--- src/rtl/fifo_wr_arbiter_if.sv ---
// Producer/FIFO-side bundle of the write-port arbiter; cnt0/cnt1 exist only with
// FIFO_ARB_STATS_EN. The arbiter uses the slave modport, its environment the master one.
interface fifo_wr_arbiter_if #(
  parameter int unsigned DATA_W = 8
);
  logic              req0_valid;
  logic [DATA_W-1:0] req0_data;
  logic              req0_ready;
  logic              req1_valid;
  logic [DATA_W-1:0] req1_data;
  logic              req1_ready;
  logic              fifo_full;
  logic              fifo_almost_full;
  logic              fifo_wr_en;
  logic [DATA_W-1:0] fifo_wdata;
  logic [1:0]        grant;
  logic              busy;
`ifdef FIFO_ARB_STATS_EN
  logic [15:0]       cnt0;
  logic [15:0]       cnt1;
`endif

  modport master (
    output req0_valid, req0_data, req1_valid, req1_data, fifo_full, fifo_almost_full,
    input  req0_ready, req1_ready, fifo_wr_en, fifo_wdata, grant, busy
`ifdef FIFO_ARB_STATS_EN
    , input cnt0, cnt1
`endif
  );

  modport slave (
    input  req0_valid, req0_data, req1_valid, req1_data, fifo_full, fifo_almost_full,
    output req0_ready, req1_ready, fifo_wr_en, fifo_wdata, grant, busy
`ifdef FIFO_ARB_STATS_EN
    , output cnt0, cnt1
`endif
  );
endinterface

--- src/rtl/fifo_wr_arbiter.sv ---
// Round-robin arbiter sharing one FIFO write port between two valid/ready producers.
// Define FIFO_ARB_STATS_EN to add the per-requester accepted-word counters cnt0/cnt1.
module fifo_wr_arbiter #(
  parameter int unsigned DATA_W    = 8,
  parameter int unsigned MAX_BURST = 16
) (
  input logic               sys_clk,
  input logic               sys_rst_n,
  fifo_wr_arbiter_if.slave  bus
);
  localparam int unsigned BurstW = $clog2(MAX_BURST + 1);

  typedef enum logic [1:0] {StIdle, StGnt0, StGnt1} state_e;

  state_e              state_q;
  logic                rr_q;
  logic [BurstW-1:0]   beats_q;
  logic                wr_en_q;
  logic [DATA_W-1:0]   wdata_q;
  logic [1:0]          grant_q;
  logic                busy_q;

  logic flags_ok, ready0, ready1, acc0, acc1, last_beat, dry;

  // Ready never looks at valid, so producers may legally wait for ready.
  assign flags_ok  = !bus.fifo_almost_full && !bus.fifo_full;
  assign ready0    = (state_q == StGnt0) && flags_ok;
  assign ready1    = (state_q == StGnt1) && flags_ok;
  assign acc0      = ready0 && bus.req0_valid;
  assign acc1      = ready1 && bus.req1_valid;
  assign last_beat = (acc0 || acc1) && (beats_q == BurstW'(MAX_BURST - 1));
  assign dry       = (ready0 && !bus.req0_valid) || (ready1 && !bus.req1_valid);

  always_ff @(posedge sys_clk) begin
    if (!sys_rst_n) begin
      state_q <= StIdle;
      rr_q    <= 1'b0;
      beats_q <= '0;
      wr_en_q <= 1'b0;
      wdata_q <= '0;
      grant_q <= 2'b00;
      busy_q  <= 1'b0;
    end else begin
      wr_en_q <= acc0 || acc1;
      if (acc0) begin
        wdata_q <= bus.req0_data;
      end else if (acc1) begin
        wdata_q <= bus.req1_data;
      end
      unique case (state_q)
        StIdle: begin
          if (!bus.fifo_almost_full && (bus.req0_valid || bus.req1_valid)) begin
            beats_q <= '0;
            busy_q  <= 1'b1;
            if (bus.req0_valid && (!bus.req1_valid || !rr_q)) begin
              state_q <= StGnt0;
              grant_q <= 2'b01;
            end else begin
              state_q <= StGnt1;
              grant_q <= 2'b10;
            end
          end
        end
        StGnt0, StGnt1: begin
          if (acc0 || acc1) begin
            beats_q <= beats_q + 1'b1;
          end
          if (last_beat || dry) begin
            state_q <= StIdle;
            grant_q <= 2'b00;
            busy_q  <= 1'b0;
            rr_q    <= (state_q == StGnt0);
          end
        end
        default: begin
          state_q <= StIdle;
          grant_q <= 2'b00;
          busy_q  <= 1'b0;
        end
      endcase
    end
  end

  assign bus.req0_ready = ready0;
  assign bus.req1_ready = ready1;
  assign bus.fifo_wr_en = wr_en_q;
  assign bus.fifo_wdata = wdata_q;
  assign bus.grant      = grant_q;
  assign bus.busy       = busy_q;

`ifdef FIFO_ARB_STATS_EN
  logic [15:0] cnt0_q, cnt1_q;

  always_ff @(posedge sys_clk) begin
    if (!sys_rst_n) begin
      cnt0_q <= '0;
      cnt1_q <= '0;
    end else begin
      if (acc0) cnt0_q <= cnt0_q + 16'd1;
      if (acc1) cnt1_q <= cnt1_q + 16'd1;
    end
  end

  assign bus.cnt0 = cnt0_q;
  assign bus.cnt1 = cnt1_q;
`endif
endmodule

--- src/flat_wrapper.sv ---
// flat-port wrapper written by rule: the top's interface ports become plain ports
module fifo_wr_arbiter_flat 
#(
  parameter int unsigned DATA_W    = 8,
  parameter int unsigned MAX_BURST = 16
)
  (sys_clk, sys_rst_n, bus_req0_valid, bus_req0_data, bus_req1_valid, bus_req1_data, bus_fifo_full, bus_fifo_almost_full, bus_req0_ready, bus_req1_ready, bus_fifo_wr_en, bus_fifo_wdata, bus_grant, bus_busy);
  fifo_wr_arbiter_if #(.DATA_W(DATA_W)) bus_i ();
  input logic sys_clk;
  input logic sys_rst_n;
  input wire logic [$bits(bus_i.req0_valid)-1:0] bus_req0_valid;
  input wire logic [$bits(bus_i.req0_data)-1:0] bus_req0_data;
  input wire logic [$bits(bus_i.req1_valid)-1:0] bus_req1_valid;
  input wire logic [$bits(bus_i.req1_data)-1:0] bus_req1_data;
  input wire logic [$bits(bus_i.fifo_full)-1:0] bus_fifo_full;
  input wire logic [$bits(bus_i.fifo_almost_full)-1:0] bus_fifo_almost_full;
  output wire logic [$bits(bus_i.req0_ready)-1:0] bus_req0_ready;
  output wire logic [$bits(bus_i.req1_ready)-1:0] bus_req1_ready;
  output wire logic [$bits(bus_i.fifo_wr_en)-1:0] bus_fifo_wr_en;
  output wire logic [$bits(bus_i.fifo_wdata)-1:0] bus_fifo_wdata;
  output wire logic [$bits(bus_i.grant)-1:0] bus_grant;
  output wire logic [$bits(bus_i.busy)-1:0] bus_busy;
  assign bus_i.req0_valid = bus_req0_valid;
  assign bus_i.req0_data = bus_req0_data;
  assign bus_i.req1_valid = bus_req1_valid;
  assign bus_i.req1_data = bus_req1_data;
  assign bus_i.fifo_full = bus_fifo_full;
  assign bus_i.fifo_almost_full = bus_fifo_almost_full;
  assign bus_req0_ready = bus_i.req0_ready;
  assign bus_req1_ready = bus_i.req1_ready;
  assign bus_fifo_wr_en = bus_i.fifo_wr_en;
  assign bus_fifo_wdata = bus_i.fifo_wdata;
  assign bus_grant = bus_i.grant;
  assign bus_busy = bus_i.busy;
  fifo_wr_arbiter #(.DATA_W(DATA_W), .MAX_BURST(MAX_BURST)) u_core (.sys_clk(sys_clk), .sys_rst_n(sys_rst_n), .bus(bus_i));
endmodule
--- config.mk ---
export PLATFORM = sky130hd
export DESIGN_NAME = fifo_wr_arbiter_flat
export DESIGN_NICKNAME = d
export VERILOG_FILES = /design/src/rtl/fifo_wr_arbiter_if.sv /design/src/rtl/fifo_wr_arbiter.sv /design/src/flat_wrapper.sv
export SDC_FILE = /design/constraint.sdc
export NUM_CORES = 1
export LEC_CHECK = 0
export CAP_MARGIN = 0
export CORE_UTILIZATION = 40
export DETAILED_ROUTE_END_ITERATION = 16
export PLACE_DENSITY = 0.72
export SLEW_MARGIN = 40
export SYNTH_ARGS = -nofsm -noshare
export SYNTH_HDL_FRONTEND = slang
export SYNTH_SLANG_ARGS = --single-unit
--- constraint.sdc ---
create_clock -name sys_clk -period 4.87 [get_ports sys_clk]
set_input_delay 1.461 -clock sys_clk [delete_from_list [all_inputs] [get_ports sys_clk]]
set_output_delay 1.461 -clock sys_clk [all_outputs]
set_load 0.02 [all_outputs]
==> results of run 1 <==
-- path summary, 6_finish.rpt --
kind	cells after the start	end
worst min register to register	2	u_core.beats_q[4]
worst max register to register	7	u_core.bus.busy
worst min-delay path	2	u_core.beats_q[4]
worst max-delay path	4	bus_req0_ready
-- cells in the mapped netlist --
master / instances / area, µm²
a21boi_1: 3 / 22.5
a21o_1: 1 / 7.51
a21oi_1: 9 / 45.0
a21oi_2: 2 / 17.5
a22o_1: 1 / 8.76
a22o_4: 1 / 17.5
a311o_1: 1 / 10.0
and2_1: 2 / 12.5
and2_4: 1 / 8.76
and3_1: 3 / 18.8
and3_2: 1 / 7.51
and4_1: 1 / 8.76
buf_4: 1 / 7.51
buf_6: 1 / 11.3
buf_8: 1 / 15.0
clkbuf_1: 3 / 11.3
dfxtp_1: 18 / 360
ha_1: 6 / 75.1
inv_1: 4 / 15.0
mux2i_1: 11 / 110
nand2_1: 7 / 26.3
nand2b_1: 2 / 12.5
nand3_1: 4 / 20.0
nand3_2: 1 / 10.0
nand3b_1: 1 / 7.51
nand4_1: 3 / 18.8
nand4b_1: 3 / 26.3
nor2_4: 1 / 11.3
nor3_1: 1 / 5.00
o211a_1: 1 / 10.0
o211ai_1: 1 / 7.51
o21ai_0: 10 / 50.1
o21ai_2: 2 / 17.5
o21bai_1: 1 / 7.51
o221a_1: 1 / 11.3
-- logic make-up (layout without fill, tap and decap cells) --
family	Yosys count	after routing	share of synthesized area
multiplexers	11	11	0.107
adder cells (fa/ha/maj)	6	6	0.0727
buffers and inverters	10	43	0.0582
flip-flops	18	18	0.349
AND/OR/NAND/NOR	31	31	0.188
AO/OA/AOI/OAI	34	34	0.225
-- sequential cells by signal, summed over array words and instances (netlist names) --
signal                 count
u_core.bus.fifo_wr_en      1
u_core.rr_q                1
u_core.state_q             2
u_core.bus.busy            1
u_core.beats_q             5
u_core.bus.fifo_wdata      8
-- worst max-delay path: stages --
cell and delay, ns:
clkdlybuf4s50_1 0.48, nor2_4 0.25, and2_1 0.17, clkdlybuf4s50_1 0.60
-- through the flow --
step                total power, mW  cells  area (µm²)
floorplan                     0.389    110        1030
global placement              0.482    169        1380
detailed placement            0.489    169        1380
CTS                           0.584    173        1410
global route                  0.617    173        1410
finish                        0.581    173        1410
-- routing by layer --
layer / wire length (µm) / GRT usage
met3: 163 / 0.0435
met5: 0 / 0
met1: 1070 / 0.212
met4: 19 / 0.0833
met2: 1030 / 0.304
-- power groups by stage --
stage | logic (mW) | registers, mW | clock network, mW
CTS | 0.302 | 0.186 | 0.0959
floorplan | 0.179 | 0.210 | 0
detailed placement | 0.300 | 0.189 | 0
global placement | 0.294 | 0.188 | 0
finish | 0.302 | 0.186 | 0.0940
global route | 0.326 | 0.190 | 0.102
-- area by class of cell --
class / count / area, µm² / area share
clock buffer: 4 / 36.3 / 0.0258
sequential: 18 / 360 / 0.256
tap: 30 / 37.5 / 0.0267
timing repair buffer: 35 / 345 / 0.246
inverter: 4 / 15.0 / 0.0107
multi-input combinational: 82 / 612 / 0.435
==> flow_summary_export.csv, run 1 <==
group,metric,value,unit
setup_path,reg2reg_slack,2.95,ns
global_routing,grt_usage,0.180,
power,power.internal,343,µW
sta,fin_hold_ws,0.480,ns
logic_synthesis,avgSynthCellArea,9.38,µm²
setup_path,critPathArrivalTime,2.97,ns
run_status,run_status,"completed",
sta,timing.fmax,226,MHz
clock_network,tritoncts,"yes",
finish,layout.cells.most_common_list,"clkdlybuf4s50_1, dfxtp_1, mux2i_1",
placement,place_ws,0.463,ns
clock_network,htree_levels,1,
die,initial_core_utilization,0.420,
sta,max_slew.worst_pin.slew,0.468,ns
drt,via_per_inst,5.34,
drt,drt-wirelength-per-cell,13.1,µm
sta,count_of_pins_over_their_slew_limit,0,
logic_synthesis,post_synthesis_sequential_area_ratio,0.349,
clock_network,number_of_buffers_created_by_cts,3,
power,power.share.clock,0.162,
logic_synthesis,synthCells,110,
sta,finalSetupViolCount,0,
logic_synthesis,mappedNetlistNets,138,
drt,num_vias,923,
finish,layout.filler_cells,247,
clock_network,root_driver,"clkbuf_4",
sta,slew-limit-headroom,0.688,
logic_synthesis,synth_warnings,0,
finish,utilization,0.573,
die,die-width,52.8,µm
sta,setup_repair_after_global_routing_missed_its_margin,"no",
power,power.share.sequential,0.319,
global_routing,maximum_number_of_pins_on_one_net_before_global_route_repair,26,
finish,drive_above_1_share,0.0979,
setup_path,worst_setup_path_startpoint,"bus_fifo_almost_full",
global_routing,initial_antenna_violation_count,0,
die,placementRows,18,
flow_run,drv_cap,0,
power,power_density,413,nW/µm²
clock_network,worst_setup_hold_path_clk_slew,0.10,ns
clock_network,clock_sink_count,18,
global_routing,first_global_vias,844,
drt,detail_route.wirelength,2270,µm
clock_network,post-cts-setup-buffers,0,
power,worst_ir_drop_vdd,0.222,mV
logic_synthesis,synth.ff_latch_count,18,
sta,timing.final.crit_share,0.909,
logic_synthesis,yosys.cell_types.count,35,
drt,drt_iter0_markers,18,
setup_path,crit_path_start_kind,"primary input",
finish,layout.cells.most_common,"clkdlybuf4s50_1",
clock_network,clk_path_buf_depth,2,
min_path,hold_path.startpoint,"u_core.beats_q[4]",
sta,totalNegativeSetupSlack,0,ns
setup_path,rr_startpoint,"u_core.beats_q[0]",
placement,place_hpwl,1630,µm
die,design.portCount,36,
sta,final_period_minus_worst_setup_slack,4.43,ns
power,static-leakage-power,0.530,nW
setup_path,timing.setup.critical_path_class,"in -> out",
logic_synthesis,post_synth_instance_area,1030,µm²
min_path,type_of_the_tightest_min_delay_check,"reg -> reg",
setup_path,critical_path_required,3.41,ns
die,dieArea,2790,µm²
placement,port_buffers,35,
finish,n_antenna_cell,0,
clock_network,clk_latency,0.29,ns
setup_path,timing.critical_path.to_type,"primary output",
global_routing,gr-total-overflow,0,
die,coreArea,2450,µm²
clock_network,cts_hold_buffers,0,
power,power.switching,238,µW
finish,num-nets-final,172,
placement,gpl_congestion,0.789,
setup_path,path_max_fanout,10,
drt,remaining_drc_errors,0,
drt,drt_first_pass_iters,7,
clock_network,number_of_gates_given_a_new_drive_strength_after_cts,0,
global_routing,wire_length_of_the_first_global_routing_pass,3640,µm
sta,timing.clock.skew,0.00951,ns
finish,p_r_area_growth_vs_syn,36.2,%
sta,fin_ws,0.442,ns
power,combinationalPowerShare,0.519,
power,power.share.switching,0.409,
drt,ant_nets,0,
sta,timing.final.hold_violations,0,
die,chipHeight,52.8,µm
Note: power is estimated with default switching activity, not from simulation.
==> run 2, diff against run 1 <==
CTS_BUF_LIST = sky130_fd_sc_hd__clkbuf_2   (was unset)
PLACE_DENSITY = unset   (was 0.72)
PLACE_DENSITY_LB_ADDON = 0.2   (was unset)
SKIP_CTS_REPAIR_TIMING = 1   (was unset)
==> flow_summary_export.csv, run 2 (synthesis results as in run 1) <==
group,metric,value,unit
sta,max_slew.worst_pin.slew,0.498,ns
sta,timing.final.hold_violations,0,
drt,drt-wirelength-per-cell,13.7,µm
power,power,555,µW
clock_network,worst_setup_hold_path_clk_slew,0.17,ns
global_routing,initial_antenna_violation_count,0,
global_routing,first_global_vias,835,
flow_run,drv_cap,0,
global_routing,gr-total-overflow,0,
finish,layout.cells.most_common,"clkdlybuf4s50_1",
sta,fin_ws,0.490,ns
clock_network,clk_path_buf_depth,2,
sta,timing.clock.skew,0.00348,ns
setup_path,rr_startpoint,"u_core.beats_q[0]",
power,power.share.clock,0.116,
sta,count_of_pins_over_their_slew_limit,0,
clock_network,htree_levels,1,
drt,drt_first_pass_iters,4,
die,chipHeight,52.8,µm
sta,timing.fmax,228,MHz
setup_path,timing.critical_path.to_type,"primary output",
placement,placed_cell_area,1380,µm²
finish,drive_above_1_share,0.0909,
sta,finalSetupViolCount,0,
power,combinationalPowerShare,0.546,
placement,port_buffers,35,
power,power.share.switching,0.431,
sta,setup_repair_after_global_routing_missed_its_margin,"no",
power,power.internal,316,µW
finish,num-nets-final,172,
placement,place_hpwl,1790,µm
global_routing,grt_usage,0.186,
finish,layout.cells.most_common_list,"clkdlybuf4s50_1, dfxtp_1, mux2i_1",
clock_network,clock_sink_count,18,
placement,place_ws,0.490,ns
min_path,hold_path.startpoint,"u_core.rr_q",
power,static-leakage-power,0.523,nW
power,worst_ir_drop_vdd,0.276,mV
setup_path,crit_path_start_kind,"primary input",
run_status,run_status,"completed",
placement,gpl_congestion,0.743,
finish,layout.filler_cells,241,
clock_network,clk_latency,0.30,ns
drt,ant_nets,0,
sta,final_period_minus_worst_setup_slack,4.38,ns
sta,totalNegativeSetupSlack,0,ns
finish,p_r_area_growth_vs_syn,34.5,%
min_path,worstHoldPathCells,2,
setup_path,reg2reg_slack,2.94,ns
min_path,type_of_the_tightest_min_delay_check,"reg -> reg",
setup_path,path_max_fanout,10,
setup_path,worst-r2r-cell-count,7,
global_routing,wire_length_of_the_first_global_routing_pass,3680,µm
power,power.share.sequential,0.338,
clock_network,number_of_buffers_created_by_cts,3,
die,design.portCount,36,
setup_path,critical_path_required,3.41,ns
global_routing,maximum_number_of_pins_on_one_net_before_global_route_repair,26,
die,dieArea,2790,µm²
drt,num_vias,954,
finish,largest_reg_flops,8,
setup_path,critPathArrivalTime,2.92,ns
finish,n_antenna_cell,0,
finish,finish.instance_area,1390,µm²
setup_path,crit-reg2reg-capture,"u_core.bus.busy",
drt,drt_iter0_markers,11,
drt,via_per_inst,5.51,
die,initial_core_utilization,0.420,
drt,remaining_drc_errors,0,
sta,timing.final.crit_share,0.899,
sta,slew-limit-headroom,0.668,
drt,detail_route.wirelength,2370,µm
die,die-width,52.8,µm
min_path,hold_end,"u_core.rr_q",
power,power.switching,239,µW
clock_network,tritoncts,"yes",
setup_path,timing.setup.critical_path_class,"in -> out",
power,power_density,399,nW/µm²
die,placementRows,18,
die,coreArea,2450,µm²
clock_network,root_driver,"clkbuf_2",
==> run 2: cell count changes in the layout (fill, tap and decap cells not counted) <==
| cell | previous run | this run |
|---|---|---|
| clkinv_1 | 0 | 1 |
| clkbuf_2 | 1 | 3 |
| buf_2 | 0 | 1 |
| clkbuf_8 | 1 | 0 |
| clkbuf_4 | 3 | 0 |
==> run 2: worst max-delay path by stage <==
stage / to / cells past startpoint / startpoint / slack (ns)
finish: bus_req1_ready / 4 / bus_fifo_almost_full / 0.49
global route: bus_req1_ready / 4 / bus_fifo_almost_full / 0.42
global placement: bus_req0_ready / 4 / bus_fifo_almost_full / 0.51
floorplan: bus_req0_ready / 2 / bus_fifo_almost_full / 1.53
CTS: bus_req1_ready / 4 / bus_fifo_almost_full / 0.49
detailed placement: bus_req1_ready / 4 / bus_fifo_almost_full / 0.49
==> run 2: per-layer routing <==
layer	vias to the layer above	wire length, µm	GRT usage	part of all wire
met5	-	0	0	0
met4	0	20	0.0833	0.0084
met3	4	98	0.0377	0.041
met2	24	1240	0.338	0.52
met1	454	1020	0.203	0.43
li1	472	-	-	-
==> run 2: critical path: stages <==
cell and delay [ns]:
clkdlybuf4s50_1 0.47, nor2_4 0.24, and2_1 0.15, clkdlybuf4s50_1 0.59
==> run 2: cell type report <==
type,instances,area [µm²],area share
well taps,30,37.5,0.0270
flip-flops and latches,18,360,0.259
multi-input cells,82,612,0.441
repair buffers,35,345,0.249
clock buffers,3,15.0,0.0108
clock inverters,1,3.75,0.00270
inverters,4,15.0,0.0108
==> run 2: stage by stage <==
step | util | std cells | hold slack, ns
after floorplan | - | 110 | 0.438
after global placement | 0.560 | 169 | 0.450
after detailed placement | 0.560 | 169 | 0.462
after CTS | 0.568 | 173 | 0.487
after global routing | 0.566 | 173 | 0.505
final | 0.566 | 173 | 0.480
==> run 2: power by group through the flow <==
stage | Clock (mW) | Sequential, mW | Combinational [mW]
3_5_place_dp | 0 | 0.191 | 0.301
5_1_grt | 0.0738 | 0.191 | 0.329
2_1_floorplan | 0 | 0.210 | 0.179
6_report | 0.0643 | 0.188 | 0.303
3_3_place_gp | 0 | 0.188 | 0.295
4_1_cts | 0.0690 | 0.187 | 0.303
==> run 3, diff against run 2 <==
CORE_MARGIN = 2   (was unset)
==> flow_summary_export.csv, run 3 (synthesis results as in run 1) <==
group,metric,value,unit
setup_path,reg2reg_slack,2.91,ns
min_path,hold_end,"u_core.rr_q",
clock_network,tritoncts,"yes",
finish,final_cells,173,
drt,ant_nets,0,
clock_network,number_of_buffers_created_by_cts,3,
die,dieArea,3000,µm²
finish,layout.cells.most_common,"clkdlybuf4s50_1",
setup_path,crit_path_start_kind,"primary input",
sta,totalNegativeSetupSlack,0,ns
setup_path,worstPathBufferInverterCount,2,
die,coreArea,2450,µm²
drt,via_per_inst,5.31,
clock_network,worst_setup_hold_path_clk_slew,0.17,ns
die,design.portCount,36,
drt,drt-wirelength-per-cell,13.4,µm
finish,n_antenna_cell,0,
drt,drt_first_pass_iters,4,
clock_network,clock_sink_count,18,
power,power_density,395,nW/µm²
flow_run,drv_cap,0,
clock_network,htree_levels,1,
setup_path,timing.setup.critical_path_class,"in -> out",
placement,gpl_congestion,0.754,
sta,max_slew.worst_pin.slew,0.814,ns
setup_path,timing.critical_path.slowest_cell_delay,0.59,ns
setup_path,path_max_fanout,10,
sta,finalSetupViolCount,0,
min_path,hold_path.startpoint,"u_core.rr_q",
placement,port_buffers,35,
die,die-width,54.8,µm
setup_path,cpMostUsedCell,"clkdlybuf4s50_1",
placement,placedCellCount,169,
min_path,worstHoldPathCells,2,
clock_network,clk_path_buf_depth,2,
drt,detail_route.wirelength,2310,µm
setup_path,critPathArrivalTime,2.95,ns
setup_path,path_delay_family,"buffers and inverters",
power,static-leakage-power,0.523,nW
sta,count_of_pins_over_their_slew_limit,0,
sta,timing.final.crit_share,0.905,
global_routing,initial_antenna_violation_count,0,
sta,timing.final.hold_violations,0,
global_routing,grt_usage,0.171,
setup_path,timing.critical_path.to_type,"primary output",
drt,num_vias,918,
die,placementRows,18,
finish,drive_above_1_share,0.0839,
setup_path,crit-reg2reg-capture,"u_core.bus.busy",
finish,largest_reg_flops,8,
setup_path,worst-r2r-cell-count,7,
sta,timing.fmax,227,MHz
setup_path,rr_startpoint,"u_core.beats_q[0]",
clock_network,root_driver,"clkbuf_2",
setup_path,cp_slowest_cell,"clkdlybuf4s50_1",
die,chipHeight,54.8,µm
sta,setup_repair_after_global_routing_missed_its_margin,"no",
finish,utilization,0.568,
drt,drt_iter0_markers,13,
clock_network,clk_latency,0.30,ns
drt,remaining_drc_errors,0,
run_status,run_status,"completed",
setup_path,cp_cell_sequence,"clkdlybuf4s50_1 -> nor2_4 -> and2_1 -> clkdlybuf4s50_1",
power,worst_ir_drop_vdd,0.267,mV
sta,timing.clock.skew,0.00529,ns
global_routing,wire_length_of_the_first_global_routing_pass,3660,µm
sta,slew-limit-headroom,0.455,
global_routing,first_global_vias,835,
global_routing,gr-total-overflow,0,
finish,p_r_area_growth_vs_syn,35.0,%
placement,place_hpwl,1770,µm
finish,num-nets-final,172,
finish,layout.cells.most_common_list,"clkdlybuf4s50_1, dfxtp_1, mux2i_1",
sta,final_period_minus_worst_setup_slack,4.41,ns
setup_path,critical_path_required,3.41,ns
global_routing,maximum_number_of_pins_on_one_net_before_global_route_repair,26,
die,initial_core_utilization,0.420,
min_path,type_of_the_tightest_min_delay_check,"reg -> reg",
==> run 3: per-stage QoR <==
| step | hold slack [ns] | total power [mW] | cell area, µm² | worst slack [ns] |
|---|---|---|---|---|
| after floorplan | 0.438 | 0.389 | 1030 | 1.53 |
| after global placement | 0.449 | 0.483 | 1380 | 0.513 |
| after detailed placement | 0.459 | 0.490 | 1380 | 0.468 |
| after CTS | 0.482 | 0.558 | 1390 | 0.462 |
| after global routing | 0.511 | 0.594 | 1390 | 0.394 |
| final | 0.477 | 0.551 | 1390 | 0.461 |
==> run 3: final cells by class <==
type,instances,area [µm²]
well taps,30,37.5
clock buffers,3,15.0
inverters,4,15.0
repair buffers,35,350
clock inverters,1,3.75
flip-flops and latches,18,360
multi-input cells,82,612
fillers,223,1060
==> run 3: worst max path at each step <==
stage                               from  cells after the start  slack [ns]             end
floorplan           bus_fifo_almost_full                      2        1.53  bus_req0_ready
global placement    bus_fifo_almost_full                      4        0.51  bus_req1_ready
detailed placement  bus_fifo_almost_full                      4        0.47  bus_req0_ready
CTS                 bus_fifo_almost_full                      4        0.46  bus_req0_ready
global route        bus_fifo_almost_full                      4        0.39  bus_req0_ready
finish              bus_fifo_almost_full                      4        0.46  bus_req0_ready
==> run 3: worst register-to-register path: cells and delay by family, from the launching register on <==
family	cells	cell delay (ns)
simple gates	2	0.32
compound gates	3	0.79
flops	1	0.36
fa+ha+maj	2	0.40
==> run 3: power by group <==
| part | leakage [nW] | switching (mW) | total (mW) | internal [mW] |
|---|---|---|---|---|
| Sequential | 0.146 | 0.0176 | 0.185 | 0.168 |
| Clock | 0.0140 | 0.0466 | 0.0645 | 0.0179 |
| Combinational | 0.364 | 0.170 | 0.301 | 0.131 |
| Total | 0.523 | 0.234 | 0.551 | 0.316 |
==> run 3: metal layers <==
metal  track usage  wire length (µm)  share of wire  vias up
li1              -                 -              -      468
met1         0.196              1040           0.45      432
met2         0.308              1170           0.51       16
met3        0.0492                97          0.042        2
met4        0.0375                10         0.0043        0
met5             0                 0              0        -
==> edit 1: new RTL, settings of run 3 <==
`MAX_BURST` is set to 16 in 2 places; all go to 32.
--- a/src/rtl/fifo_wr_arbiter.sv
+++ b/src/rtl/fifo_wr_arbiter.sv
@@ -2,7 +2,7 @@
 // Define FIFO_ARB_STATS_EN to add the per-requester accepted-word counters cnt0/cnt1.
 module fifo_wr_arbiter #(
   parameter int unsigned DATA_W    = 8,
-  parameter int unsigned MAX_BURST = 16
+  parameter int unsigned MAX_BURST = 32
 ) (
   input logic               sys_clk,
   input logic               sys_rst_n,
--- a/src/flat_wrapper.sv
+++ b/src/flat_wrapper.sv
@@ -2,7 +2,7 @@
 module fifo_wr_arbiter_flat 
 #(
   parameter int unsigned DATA_W    = 8,
-  parameter int unsigned MAX_BURST = 16
+  parameter int unsigned MAX_BURST = 32
 )
   (sys_clk, sys_rst_n, bus_req0_valid, bus_req0_data, bus_req1_valid, bus_req1_data, bus_fifo_full, bus_fifo_almost_full, bus_req0_ready, bus_req1_ready, bus_fifo_wr_en, bus_fifo_wdata, bus_grant, bus_busy);
   fifo_wr_arbiter_if #(.DATA_W(DATA_W)) bus_i ();
Formal check against the unedited RTL: same outputs for any inputs over 10 cycles, from zero or initial values and one cycle with sys_rst_n low; that may be too few to reach the edited logic, so the function may still have changed.
==> edit 1 against run 3 <==
- worst hold slack better by 0.035 ns
- clock skew is 0.0069 ns higher
- power is 13% lower
- cell area is 5.2% higher
- synthesized area is 4.8% higher
- count of clock-buffer cells in the layout is 1 higher
- die area is 4.5% higher
- wire length is 13% higher
- clock power is 10% higher
- worst setup slack better by 0.099 ns
- sequential share of layout area is 0.086 points higher
- sequential cell count is 1 higher
- first-iteration DRC count is 23% higher
- critical path depth stayed put
- critical path type unchanged
- largest cell class unchanged
==> edit 1: results (changes against run 3) <==
| Metric | Value |
|---|---|
| Worst clock skew | `0.01215 ns (+0.006859 ns)` |
| Clk power | `0.0710 mW (+10%)` |
| DR WL/cell | `14.18 um (+6.1%)` |
| First-pass GRT wire length | `4381 um (+20%)` |
| Reg clk slew, reported paths | `0.19 ns (+0.02 ns)` |
| VDD IR max | `0.1858 mV (-30%)` |
| Syn Nets | `147 (+6.5%)` |
| Yosys cell types | `36 (+2.9%)` |
| Seq/Total Area, Yosys | `35.14% (+0.24 points)` |
| GRT met1 Usage | `21.22% (+1.6 points)` |
| GRT Total Usage | `17.00% (-0.052 points)` |
| DP Wirelength | `1934 um (+9.6%)` |
| CP Max Fanout | `4 (-6)` |
| Post-DP Area | `1446 sq um (+5.2%)` |
| Final #Nets | `182 (+5.8%)` |
| Status | `complete, no violations` |
| Largest net degree at the start of global routing | `22 (-15%)` |
| Hold path start | `u_core.beats_q[5]$_SDFFE_PN0P_` |
| DRT iter0 DRCs | `16 (+3)` |
| Mux contribution to synthesized area | `9.249% (-1.4 points)` |
| Worst R2R Path Depth | `6 (-1)` |
| Routability cong. | `0.7568 (+0.38%)` |
| Fraction of the mapped netlist area in adder cells | `5.780% (-1.5 points)` |
| Drt total wl | `2610 um (+13%)` |
| Met3 global-route usage | `3.488% (-1.4 points)` |
| Lkg Pwr | `0.5450 nW (+4.1%)` |
| NetSw | `0.1874 mW (-20%)` |
| Hold EP | `u_core.beats_q[5]$_SDFFE_PN0P_` |
| Vias in the first global route | `989 (+18%)` |
| Total CTS buffers | `3 (unchanged)` |
| Met2 Use GR | `30.25% (-0.50 points)` |
| Reg2reg start | `u_core.state_q[1]$_SDFFE_PN0P_` |
| WHS | `0.5114 ns (+0.03452 ns)` |
| Fill cells | `233 (+4.5%)` |
| Combinational power | `0.225 mW (-25%)` |
| Hold Path Stages | `1 (-1)` |
| CP max-delay cell | `clkdlybuf4s50_1` |
| Worst EP arrival | `2.85 ns (-0.10 ns)` |
| Setup slack, reg-to-reg | `2.95 ns (+0.04 ns)` |
| Mean Syn Cell Area | `9.019 sq um (-3.9%)` |
| Ratio of cells with drive above 1 in the final layout | `5.844% (-2.5 points)` |
| Reg area | `380.4 sq um (+5.6%)` |
| Rel. slew slack | `67.42% (+22 points)` |
| Commonest cells post-synth | `dfxtp_1, mux2i_1, nor2_1` |
| DR vias | `1,033 (+13%)` |
==> edit 1: how the worst max path moves through the flow <==
stage | startpoint | end | slack (ns) | cells after the start
5_1_grt | bus_fifo_almost_full | bus_req1_ready | 0.44 | 4
6_report | bus_fifo_almost_full | bus_req1_ready | 0.56 | 4
3_5_place_dp | bus_fifo_almost_full | bus_req1_ready | 0.55 | 4
2_1_floorplan | bus_fifo_almost_full | bus_req0_ready | 1.35 | 3
4_1_cts | bus_fifo_almost_full | bus_req1_ready | 0.54 | 4
3_3_place_gp | bus_fifo_almost_full | bus_req0_ready | 0.61 | 4
==> edit 1: routing by layer <==
metal,up-vias,routed length [um]
li1,517,-
met1,480,1150
met2,34,1306
met3,2,143
met4,0,10
met5,-,0
==> edit 1: layout make-up <==
class	instances	share of cell area, %
multi-input cells	90	44.20
flip-flops and latches	19	25.94
repair buffers	37	24.91
well taps	30	2.560
clock buffers	4	1.365
inverters	4	1.024
==> edit 2: new RTL, flow settings as in run 3 <==
Without the edit above. Compare `beats_q` against `BurstW'(MAX_BURST - 1)` with >= in place of ==.
--- a/src/rtl/fifo_wr_arbiter.sv
+++ b/src/rtl/fifo_wr_arbiter.sv
@@ -28,7 +28,7 @@
   assign ready1    = (state_q == StGnt1) && flags_ok;
   assign acc0      = ready0 && bus.req0_valid;
   assign acc1      = ready1 && bus.req1_valid;
-  assign last_beat = (acc0 || acc1) && (beats_q == BurstW'(MAX_BURST - 1));
+  assign last_beat = (acc0 || acc1) && (beats_q >= BurstW'(MAX_BURST - 1));
   assign dry       = (ready0 && !bus.req0_valid) || (ready1 && !bus.req1_valid);
 
   always_ff @(posedge sys_clk) begin
Behaviour: same outputs for any inputs over 10 cycles, from zero or initial values and one cycle with sys_rst_n low; that may be too few to reach the edited logic, so the function may still have changed.
==> edit 2 against run 3 <==
- core utilization rose by 0.33 points
- wire length decreased by 7.4%
- die area decreased by 3.9%
- power is 17% lower
- synthesized area is 4.2% lower
- worst setup slack got worse by 0.033 ns
- sequential share of layout area grew 0.33 points
- sequential cell count unchanged
- cell area down 1.3%
- first-iteration DRC count did not move
- clock power shrank 1%
- non-clock buffer count up 1
==> edit 2: results (changes against run 3) <==
| Metric | Value |
|---|---|
| Vias/cell | `5.285 (-0.40%)` |
| Lkg Pwr | `0.6057 nW (+16%)` |
| Pre-CTS WS | `0.4301 ns (-0.03784 ns)` |
| CP peak stage delay | `about 0.6 ns` |
| Vias in the first global route | `846 (+1.3%)` |
| Total CTS buffers | `3 (unchanged)` |
| Yosys cell types | `32 (-8.6%)` |
| Final #Nets | `171 (-0.58%)` |
| VDD IR max | `0.2254 mV (-16%)` |
| Routability cong. | `0.7157 (-5.1%)` |
| CP max-delay cell | `clkdlybuf4s50_1` |
| Worst clock skew | `0.01447 ns (+0.009176 ns)` |
| CP Max Fanout | `7 (-3)` |
| DP Wirelength | `1657 um (-6.1%)` |
| N_diodes | `0 (unchanged)` |
| First-pass GRT wire length | `3512 um (-4.0%)` |
| Worst R2R Path Depth | `6 (-1)` |
| DRT iter0 DRCs | `13 (unchanged)` |
| Worst slew pin tran | `0.5901 ns (-0.2242 ns)` |
| GRT Total Usage | `16.75% (-0.30 points)` |
| Top cells by area, synth | `dfxtp_1, mux2i_1, o211a_1` |
| Setup slack, reg-to-reg | `2.89 ns (-0.02 ns)` |
| DR WL/cell | `12.45 um (-6.9%)` |
| Syn Nets | `136 (-1.4%)` |
| FFs w/ async S/R, synth | `0% (unchanged)` |
| Ratio of cells with drive above 1 in the final layout | `4.930% (-3.5 points)` |
| Seq/Total Area, Yosys | `36.46% (+1.5 points)` |
| Largest net degree at the start of global routing | `18 (-31%)` |
| Commonest cells post-synth | `dfxtp_1, nand2_1, mux2i_1` |
| Ys flop type | `dfxtp_1` |
| Status | `complete, no violations` |
## edit 2: cell count changes in the layout (fill, tap and decap cells not counted), moves of 3 or more
cell and change:
nand2_1 +8, o211a_1 +7, o21ai_0 -5, a21boi_1 -3, a21oi_1 -3, nand4b_1 -3
## edit 2: through the flow
| stage | hold slack (ns) | cell area [sq um] | std cells |
|---|---|---|---|
| CTS | 0.4760 | 1376 | 172 |
| floorplan | 0.4383 | 988.4 | 108 |
| global placement | 0.4535 | 1358 | 168 |
| detailed placement | 0.4538 | 1358 | 168 |
| finish | 0.4750 | 1376 | 172 |
| global route | 0.5145 | 1376 | 172 |
## edit 2: report_power, final
group          switching, mW  internal (mW)  leakage, nW
sequential            0.0188          0.168        0.146
combinational          0.110         0.0974        0.446
clock                 0.0459         0.0179       0.0140
total                  0.174          0.283        0.606
## edit 2: area by class of cell
| cell class | count | area [sq um] |
|---|---|---|
| Clock buffer | 3 | 15.01 |
| Fill cell | 223 | 1033 |
| Clock inverter | 1 | 3.754 |
| Tap cell | 30 | 37.54 |
| Sequential cell | 18 | 360.3 |
| Multi-Input combinational cell | 79 | 583.1 |
| Timing Repair Buffer | 36 | 357.8 |
| Inverter | 5 | 18.77 |
## edit 2: kinds of logic after synthesis
family | count (synthesis) | synth area share, %
adders and majority gates | 6 | 7.595
buffers and inverters | 11 | 5.190
muxes | 11 | 11.14
AOI/OAI and AO/OA | 28 | 21.39
and+or+nand+nor | 34 | 18.23
DFF | 18 | 36.46
## edit 2: per-layer routing
layer	share of wire, %	wire, um	GRT usage [%]
met1	45	964	20.17
met2	49	1042	29.07
met3	5.8	124	3.333
met4	0.47	10	6.410
met5	0	0	0
## edit 2: worst max path at each step
stage	to	slack, ns	cells after the start
2_1_floorplan	bus_req0_ready	1.47	2
3_3_place_gp	bus_req1_ready	0.46	4
3_5_place_dp	bus_req1_ready	0.43	4
4_1_cts	bus_req1_ready	0.42	4
5_1_grt	bus_req1_ready	0.32	4
6_report	bus_req1_ready	0.43	4
## edit 2: worst max-delay path, delay by kind of cell
family	cells	cell delay [ns]
and+or+nand+nor	2	0.46
buffers and inverters	2	1.06
